==> config.mk <==
export PLATFORM = sky130hd
export DESIGN_NAME = serial_read_buffer
export DESIGN_NICKNAME = d
export VERILOG_FILES = /design/src/rtl/serial_read_buffer.sv
export SDC_FILE = /design/constraint.sdc
export NUM_CORES = 1
export LEC_CHECK = 0
export BUFFER_PORTS_ARGS = -buffer_cell sky130_fd_sc_hd__buf_2
export CAP_MARGIN = 20
export CORE_MARGIN = 3
export CORE_UTILIZATION = 39
export CTS_CLUSTER_DIAMETER = 50
export DETAILED_ROUTE_END_ITERATION = 16
export SETUP_SLACK_MARGIN = 0.02
export SYNTH_ARGS = -nofsm -noshare
export SYNTH_HDL_FRONTEND = slang
export SYNTH_SLANG_ARGS = --single-unit
==> constraint.sdc <==
create_clock -name sys_clk -period 1.5 [get_ports sys_clk]
set_input_delay 0.15 -clock sys_clk [delete_from_list [all_inputs] [get_ports sys_clk]]
set_output_delay 0.15 -clock sys_clk [all_outputs]
set_load 0.03 [all_outputs]
==> src/rtl/serial_read_buffer.sv <==
// rtl/serial_read_buffer.sv - serial-to-parallel receive buffer sampling on read strobes
module serial_read_buffer #(
    parameter int BUF_SIZE  = 8,
    parameter bit LSB_FIRST = 1'b0
) (
    input  logic                sys_clk,
    input  logic                rst,
    input  logic                start,
    input  logic                read_sig,
    input  logic                data_in,
    output logic [BUF_SIZE-1:0] data_out,
    output logic                busy,
    output logic                done
);

    localparam int CW = $clog2(BUF_SIZE + 1);

    typedef enum logic {
        IDLE = 1'b0,
        READ = 1'b1
    } state_t;

    state_t              state_q, state_d;
    logic [BUF_SIZE-1:0] shreg_q, shreg_d;
    logic [CW-1:0]       cnt_q, cnt_d;
    logic [BUF_SIZE-1:0] data_q, data_d;
    logic                busy_q, busy_d;
    logic                done_q, done_d;
    logic [BUF_SIZE-1:0] shifted;

    // Shift direction decides whether the first bit ends up as MSB or LSB
    always_comb begin
        shifted = '0;
        if (LSB_FIRST) begin
            shifted = {data_in, shreg_q[BUF_SIZE-1:1]};
        end else begin
            shifted = {shreg_q[BUF_SIZE-2:0], data_in};
        end
    end

    // Next-state and registered-output logic; done is a one-cycle pulse
    always_comb begin
        state_d = state_q;
        shreg_d = shreg_q;
        cnt_d   = cnt_q;
        data_d  = data_q;
        busy_d  = busy_q;
        done_d  = 1'b0;
        case (state_q)
            IDLE: begin
                // Strobes while idle are dropped, even one coincident with start
                busy_d = 1'b0;
                if (start) begin
                    state_d = READ;
                    cnt_d   = '0;
                    shreg_d = '0;
                    busy_d  = 1'b1;
                end
            end
            READ: begin
                // A repeated start is ignored so an armed word cannot be restarted
                if (read_sig) begin
                    shreg_d = shifted;
                    cnt_d   = cnt_q + CW'(1);
                    if (cnt_q == CW'(BUF_SIZE - 1)) begin
                        data_d  = shifted;
                        done_d  = 1'b1;
                        busy_d  = 1'b0;
                        cnt_d   = '0;
                        state_d = IDLE;
                    end
                end
            end
            default: begin
                state_d = IDLE;
                busy_d  = 1'b0;
            end
        endcase
    end

    // State and output registers; reset discards any partial word
    always_ff @(posedge sys_clk or negedge rst) begin
        if (!rst) begin
            state_q <= IDLE;
            shreg_q <= '0;
            cnt_q   <= '0;
            data_q  <= '0;
            busy_q  <= 1'b0;
            done_q  <= 1'b0;
        end else begin
            state_q <= state_d;
            shreg_q <= shreg_d;
            cnt_q   <= cnt_d;
            data_q  <= data_d;
            busy_q  <= busy_d;
            done_q  <= done_d;
        end
    end

    assign data_out = data_q;
    assign busy     = busy_q;
    assign done     = done_q;

endmodule

* Word level (Yosys, flattened, before mapping)
Cells that the tools add are included.
Cells by class: multiply operators 0, divide/modulo/power cells 0, equality and inequality tests 4, mux-type cells 17, reduce and logical (&&, ||, !) cells 3, add/subtract/negate cells 1, shift-type cells 0, magnitude comparators 0, bitwise logic cells 1
Operators with widths (count):
- two-way mux 7 bit | 2
- case mux 7 bit (2 select lines) | 1
- two-way mux 4 bit | 3
- two-way mux 1 bit | 8
- case mux 4 bit (2 select lines) | 1
- adder 4 x 1 -> 4 bit, second input constant | 1
- == test 4 x 3 -> 1 bit, second input constant | 1
- != test 2 bit, second input constant | 2
- case mux 1 bit (2 select lines) | 2
- AND reduction 2 bit | 2
- AND reduction 3 bit | 1
- != test 2 x 1 -> 1 bit, second input constant | 1
- inverter 1 bit | 1
Word-level totals: output and inout bits 10, memories kept 0, input port bits 5, logic and storage cells 32, bits in registers 22, latch bits 0, memory bits (read-only) 0, memory bits (writable) 0

* Logic depth before layout (Yosys ltp)
Gate-level depths: netlist (run 1).
depth after elaboration 4, depth in mapped cells 5, mapped depth without buffers 4

* Least setup slack after synthesis (run 1)
OpenSTA, ideal clock, no wires.
path type flip-flop to flip-flop, from register cnt_q[0], to register data_q[0] (netlist: data_out[0]), buffers on the path 1, clock period less this slack 1.362 ns, cell stages (with the launch flop) 6, arrival 1.237 ns, slack 0.138 ns, required time 1.375 ns, library setup time 0.125 ns, cell sequence dfrtp_1 ha_1 nand2_1 nor3_2 buf_6 mux2_2
On the way: word-level cells in the longest chain between the ends 2
Ends and longest elaborated chain:
- start, declared | RTL line 25 | logic [CW-1:0] cnt_q, cnt_d;
- start signal, assigned | RTL line 93 | cnt_q <= cnt_d;
- == test 4 x 3 -> 1 bit | RTL line 65 | if (cnt_q == CW'(BUF_SIZE - 1)) begin
- AND reduction 3 bit (no line)
- end signal, assigned | RTL line 94 | data_q <= data_d;
- end, declared | RTL line 26 | logic [BUF_SIZE-1:0] data_q, data_d;
No other way between the ends. A chain may end at the register's enable or synchronous reset.

* Final worst setup path (run 1)
from register cnt_q[0], to register data_q[2] (netlist: data_out[2])
The elaborated chain is that of the path after synthesis.

==> results of run 1 <==
## worst max path at each step
stage	startpoint	end	slack, ns	cells past startpoint
2_1_floorplan	cnt_q[0]$_DFFE_PN0P_	data_out[0]$_DFFE_PN0P_	0.14	5
3_3_place_gp	cnt_q[1]$_DFFE_PN0P_	data_out[1]$_DFFE_PN0P_	0.09	5
3_5_place_dp	cnt_q[0]$_DFFE_PN0P_	data_out[1]$_DFFE_PN0P_	0.05	5
4_1_cts	cnt_q[0]$_DFFE_PN0P_	data_out[2]$_DFFE_PN0P_	0.02	5
5_1_grt	cnt_q[0]$_DFFE_PN0P_	data_out[1]$_DFFE_PN0P_	-0.04	5
6_report	cnt_q[0]$_DFFE_PN0P_	data_out[2]$_DFFE_PN0P_	0.01	5
## cells in the final DEF, fill, tap and decap left out, drive strengths merged
cell type and instances:
dlygate4sd3 1, mux2i 1, nor3b 1, o21ai 5, nor2b 1, nand3 3
nor3 1, ha 1, a21o 1, or4b 1, clkbuf 4, nand2b 3
dfrtp 22, o31ai 1, nor2 4, a22o 4, nand4 1, xnor2 1
buf 22, mux2 15, nand2 8
## worst reg2reg max path: stages (launching register included)
cell and delay (ns):
dfrtp_1 0.44, ha_4 0.18, nand2_4 0.06, nor3_4 0.22, buf_6 0.19, mux2_4 0.31
## registers in the layout (all words and copies together) (netlist names)
register	cells
cnt_q	4
data_out	8
shreg_q	7
busy	1
done	1
state_q	1
## kinds of logic (layout without fill, tap and decap cells)
kind of cell | count (synthesis) | in the layout | share of synthesized area (%)
flip-flops | 22 | 22 | 56.3
adder cells (fa/ha/maj) | 1 | 1 | 1.28
buffers and inverters | 4 | 27 | 3.20
AO/OA/AOI/OAI | 11 | 11 | 7.67
XOR/XNOR | 1 | 1 | 0.895
AND/OR/NAND/NOR | 23 | 23 | 12.4
multiplexers | 16 | 16 | 18.3
## through the flow
step / TNS (ns) / worst slack, ns / power, mW
finish: 0 / 0.0125 / 2.43
CTS: 0 / 0.0219 / 2.27
global route: -0.215 / -0.0426 / 2.60
floorplan: 0 / 0.138 / 1.69
global placement: 0 / 0.0903 / 1.91
detailed placement: 0 / 0.0484 / 1.93
## cells in the mapped netlist, drive strengths merged
master  count  area [sq um]
a21o        1          7.51
a22o        4          35.0
buf         3          27.5
clkbuf      1          3.75
dfrtp      22           551
ha          1          12.5
mux2       15           169
mux2i       1          10.0
nand2       8          32.5
nand2b      3          18.8
nand3       3          15.0
nand4       1          6.26
nor2        4          15.0
nor2b       1          6.26
nor3        1          10.0
nor3b       1          7.51
o21ai       5          25.0
o31ai       1          7.51
or4b        1          10.0
xnor2       1          8.76
## metal layers
layer	part of all wire, %	routed length, um
met1	49	924
met2	46	865
met3	4.5	84
met4	0	0
met5	0	0
## timing repair
| action | in CTS | in global routing |
|---|---|---|
| endpoints found under the setup margin | 0 | 8 |
| resized for setup | 0 | 16 |
| setup buffers | 0 | 3 |
| hold endpoints to repair | 22 | 0 |
| hold buffers | 1 | 0 |
## area by class of cell
class / count / area, sq um / share of cell area [%]
Timing Repair Buffer: 23 / 148 / 12.1
Tap cell: 28 / 35.0 / 2.87
Clock buffer: 4 / 36.3 / 2.97
Multi-Input combinational cell: 52 / 453 / 37.1
Sequential cell: 22 / 551 / 45.0
## power by group through the flow
stage	logic (mW)	clock network (mW)	registers, mW
2_1_floorplan	0.468	0	1.23
3_3_place_gp	0.877	0	1.03
3_5_place_dp	0.893	0	1.04
4_1_cts	0.901	0.338	1.03
5_1_grt	1.14	0.369	1.10
6_report	1.05	0.326	1.06
==> impl_metrics.csv, run 1 <==
group,metric,value,unit
floorplanning,num_rows,17,
clock_network,cts-buffers-inserted,3,
floorplanning,fp.dieH,56.1,um
clock_network,clock_tree.root_cell,"clkbuf_4",
worst_setup_path,cpPeakStageDelay,0.44,ns
power,cell_internal_pwr,1.52,mW
place,place.gp.congestion,0.816,
power,ir_worst_vdd,1.01,mV
route,viasPerCell,5.16,
timing,max_freq,672,MHz
layout,nNetsFinal,108,
floorplanning,floorplan.die_area,3150,sq um
worst_setup_path,timing_worst_setup_path_type,"reg -> reg",
timing,slew_headroom,67.2,%
route,number_of_vias_after_detailed_routing,666,
power,power_density,1990,nW/um^2
synth,yosysSeqAreaShare,56.3,%
place,postPlaceCellArea,1080,sq um
power,switching_share,37.5,%
power,p_switching,912,uW
synth,ys_ff_latch,22,
timing,timing_hold_violations_final,0,
synth,distinct_cell_type_count_after_synthesis,22,
worst_setup_path,timing.rr.start,"cnt_q[0]$_DFFE_PN0P_",
power,power.leakage,0.603,nW
worst_setup_path,crit_path_start_kind,"register",
timing,post-route-min-period,1.49,ns
grt,global_route.overflow_total,0,
layout,finish.instance_area,1220,sq um
grt,grt.busiest_layer,"met2",
clock_network,cts-root-to-sink-buffers,2,
timing,finClkSkew,0.00590,ns
place,placement.io_buffers,14,
clock_network,cts-htree-levels,1,
worst_setup_path,worst_r2r_endpoint,"data_out[2]$_DFFE_PN0P_",
clock_network,cts_tree,"done",
layout,finalCoreUtilization,53.2,%
synth,post_synth_instance_area,978,sq um
place,place.detailed.hpwl,1.13,mm
timing,slew_limit_fails,0,
timing,fin_crit_sh,99.2,%
power,share_clk_of_total_power,13.4,%
clock_network,clkLatencyLatePin,0.31,ns
layout,drive_above_1_share,44.6,%
power,seqPwrFrac,43.5,%
worst_setup_path,r2r_setup_slack,0.01,ns
worst_setup_path,critPathArrivalTime,1.69,ns
outcome,outcome,"complete, no violations",
grt,grt_usage,11.7,%
grt,grt_pass1_wl,2.99,mm
grt,use_met1,15.7,%
floorplanning,initial_core_util,42.6,%
timing,hold-worst-slack,0.0980,ns
timing,grt_setup_unrepaired,"yes",
run,maxCapViolations,0,
worst_setup_path,cp_max_fo,6,
worst_setup_path,r2r_worst_path_depth,5,
worst_hold_path,hold_path_startpoint,"data_in",
worst_setup_path,cp.required,1.70,ns
synth,synth_cells,78,
clock_network,clock_sinks,22,
timing,tightest_slew,0.492,ns
synth,synth_fp_nets,84,
grt,maximum_number_of_pins_on_one_net_before_global_route_repair,23,
worst_hold_path,whs_path_depth,2,
route,routed_wl,1.87,mm
layout,filler_cell_count,206,
power,gate_power_share,43.1,%
worst_setup_path,cell_chain_critical_path,"ha_4, nand2_4, nor3_4, buf_6, mux2_4",
route,firstDrtPassIters,4,
timing,finalSetupViolations,0,
layout,num_antenna_cells,0,
place,numPlacedInstances,120,
layout,post_layout_nonfiller_instances,129,
route,ant_nets,0,
grt,global_route.usage.met3,4.41,%
route,average_routed_wire_per_standard_cell,14.5,um
worst_setup_path,cp_top_family,"flip-flops",
grt,grt_antenna_before_repair,0,
grt,vias_in_the_first_global_route,659,
floorplanning,fp.coreArea,2300,sq um
clock_network,clkTransAtPathRegs,0.12,ns
synth,synthesis.yosys.warnings,0,
route,drt-initial-drc-count,7,
route,detail_route.drc_violations,0,
worst_hold_path,hold_path.class,"in -> reg",
worst_setup_path,critPathCaptureType,"register",
worst_setup_path,path_buf_inv,1,
synth,avgSynthCellArea,12.5,sq um
floorplanning,top_level_ports,15,
floorplanning,chipWidth,56.1,um
layout,syn_to_final_growth,24.9,%
worst_setup_path,timing.critical_path.slowest_stage_cell,"dfrtp_1",
grt,global_routing_met2_resource_utilization,18.4,%
worst_hold_path,hold_end,"data_out[0]$_DFFE_PN0P_",
(Power assumes the default switching activity.)
==> run 2: changes to the inputs <==
--- a/config.mk
+++ b/config.mk
@@ -11,6 +11,7 @@
 export CORE_UTILIZATION = 39
 export CTS_CLUSTER_DIAMETER = 50
 export DETAILED_ROUTE_END_ITERATION = 16
+export REMOVE_ABC_BUFFERS = 1
 export SETUP_SLACK_MARGIN = 0.02
 export SYNTH_ARGS = -nofsm -noshare
 export SYNTH_HDL_FRONTEND = slang
==> run 2 against run 1 <==
- cell count is 0.78% higher
- critical path type unchanged
- first-iteration DRC count is 14% lower
- maximum frequency increased by 2.7%
- critical path depth did not move
- utilization shrank 0.27 points
- sequential share of layout area rose by 0.23 points
- via count increased by 0.45%
- highest routed layer is now met4
- global-route usage increased by 2.0 points
- worst setup slack improved by 0.039 ns
- hold slack got worse by 0.024 ns
==> impl_metrics.csv, run 2 (synthesis results as in run 1) <==
group,metric,value,unit
worst_setup_path,r2r_worst_path_depth,5,
timing,fin_crit_sh,96.6,%
layout,finalCoreUtilization,52.9,%
worst_setup_path,r2r_setup_slack,0.05,ns
route,drt-initial-drc-count,6,
timing,final_critical_path_setup_slack,0.0511,ns
layout,largest_reg_flops,8,
place,place.detailed.hpwl,1.28,mm
worst_setup_path,critPathCaptureType,"register",
power,cell_internal_pwr,1.62,mW
timing,post-route-min-period,1.45,ns
grt,grt_antenna_before_repair,0,
worst_setup_path,cp.required,1.72,ns
worst_setup_path,critPathArrivalTime,1.67,ns
layout,post_layout_nonfiller_instances,130,
run,maxCapViolations,0,
layout,nNetsFinal,109,
power,ir_worst_vdd,1.36,mV
clock_network,cts-htree-levels,1,
timing,grt_setup_unrepaired,"yes",
clock_network,cts-root-to-sink-buffers,2,
grt,grt_pass1_wl,3.33,mm
power,gate_power_share,40.5,%
route,ant_nets,0,
outcome,outcome,"complete, no violations",
worst_hold_path,hold_end,"data_out[0]$_DFFE_PN0P_",
clock_network,clock_sinks,22,
layout,drive_above_1_share,45.1,%
clock_network,clock_tree.root_cell,"clkbuf_4",
floorplanning,fp.dieH,56.1,um
route,average_routed_wire_per_standard_cell,13.9,um
timing,finClkSkew,0.0134,ns
clock_network,clkLatencyLatePin,0.32,ns
worst_setup_path,worst_r2r_endpoint,"data_out[1]$_DFFE_PN0P_",
worst_setup_path,cp_max_fo,5,
grt,grt_usage,13.7,%
timing,max_freq,690,MHz
grt,maximum_number_of_pins_on_one_net_before_global_route_repair,23,
place,placement.io_buffers,14,
power,post_route_total_power,2.52,mW
worst_setup_path,crit_path_start_kind,"register",
route,number_of_vias_after_detailed_routing,669,
floorplanning,initial_core_util,42.6,%
power,power_density,2070,nW/um^2
power,share_clk_of_total_power,18.2,%
floorplanning,chipWidth,56.1,um
clock_network,cts_tree,"done",
route,viasPerCell,5.15,
worst_hold_path,hold_path.class,"in -> reg",
worst_setup_path,timing_worst_setup_path_type,"reg -> reg",
worst_setup_path,timing.rr.start,"cnt_q[1]$_DFFE_PN0P_",
timing,slew_headroom,67.5,%
power,seqPwrFrac,41.3,%
layout,filler_cell_count,221,
worst_hold_path,hold_path_startpoint,"data_in",
place,numPlacedInstances,122,
layout,most_frequent_cells_in_the_layout,"dfrtp_1 (22), buf_2 (14), mux2_2 (10), buf_4 (8), nand2_1 (6)",
floorplanning,top_level_ports,15,
floorplanning,num_rows,17,
layout,mostFrequentLayoutCell,"dfrtp_1",
timing,finalSetupViolations,0,
place,place.gp.congestion,0.755,
floorplanning,fp.coreArea,2300,sq um
timing,timing_hold_violations_final,0,
power,power.leakage,0.596,nW
floorplanning,floorplan.die_area,3150,sq um
grt,global_route.overflow_total,0,
place,place_ws,0.0468,ns
route,routed_wl,1.81,mm
timing,tightest_slew,0.488,ns
timing,setup_tns,0,ns
grt,vias_in_the_first_global_route,721,
layout,syn_to_final_growth,24.3,%
power,p_switching,897,uW
clock_network,cts-buffers-inserted,3,
power,switching_share,35.6,%
timing,slew_limit_fails,0,
clock_network,clkTransAtPathRegs,0.13,ns
route,detail_route.drc_violations,0,
route,firstDrtPassIters,2,
layout,num_antenna_cells,0,
worst_hold_path,whs_path_depth,2,
run 2: critical path: stages, from the launching register on:
cell     delay [ns]
dfrtp_1        0.39
ha_2           0.20
nand2_2        0.07
nor3_4         0.19
buf_4          0.16
mux2_2         0.33
run 2: power groups by stage:
stage	clock, mW	sequential, mW	combinational [mW]
after floorplan	0	1.25	0.419
after global placement	0	1.04	0.883
after detailed placement	0	1.05	0.904
after CTS	0.473	1.03	0.961
after global routing	0.498	1.08	1.12
final	0.457	1.04	1.02
run 2: worst max-delay path by stage:
| stage | slack [ns] | cells after the start | startpoint | end |
|---|---|---|---|---|
| floorplan | -0.17 | 3 | state_q$_DFF_PN0_ | data_out[0]$_DFFE_PN0P_ |
| global placement | 0.06 | 5 | cnt_q[1]$_DFFE_PN0P_ | data_out[3]$_DFFE_PN0P_ |
| detailed placement | 0.05 | 5 | cnt_q[0]$_DFFE_PN0P_ | data_out[5]$_DFFE_PN0P_ |
| CTS | 0.06 | 5 | cnt_q[0]$_DFFE_PN0P_ | data_out[7]$_DFFE_PN0P_ |
| global route | -0.02 | 5 | cnt_q[1]$_DFFE_PN0P_ | data_out[1]$_DFFE_PN0P_ |
| finish | 0.05 | 5 | cnt_q[1]$_DFFE_PN0P_ | data_out[1]$_DFFE_PN0P_ |
run 2: metrics by stage:
stage | area [sq um] | hold slack [ns]
finish | 1220 | 0.0737
detailed placement | 1100 | 0.148
global placement | 1100 | 0.142
global route | 1220 | 0.0566
CTS | 1170 | 0.0625
floorplan | 947 | -0.146
run 2: area by class of cell:
type | count | area, sq um | share of cell area [%]
timing repair buffer | 24 | 151 | 12.4
clock inverter | 1 | 30.0 | 2.47
tap | 28 | 35.0 | 2.88
sequential | 22 | 551 | 45.3
clock buffer | 3 | 22.5 | 1.85
multi-input combinational | 52 | 427 | 35.1
run 2: layer usage:
metal / global-route usage [%] / vias to the layer above / wire (um)
met5: 0 / - / 0
met4: 6.10 / 0 / 38
met3: 4.87 / 5 / 96
met2: 22.4 / 16 / 837
met1: 16.2 / 326 / 839
li1: - / 322 / -
run 2: timing repair:
action	CTS	global route
buffers inserted	2	1
hold buffers	1	0
endpoints found under the hold margin	22	0
pin swaps	0	2
endpoints found under the setup margin	4	8
gates resized for setup	0	9
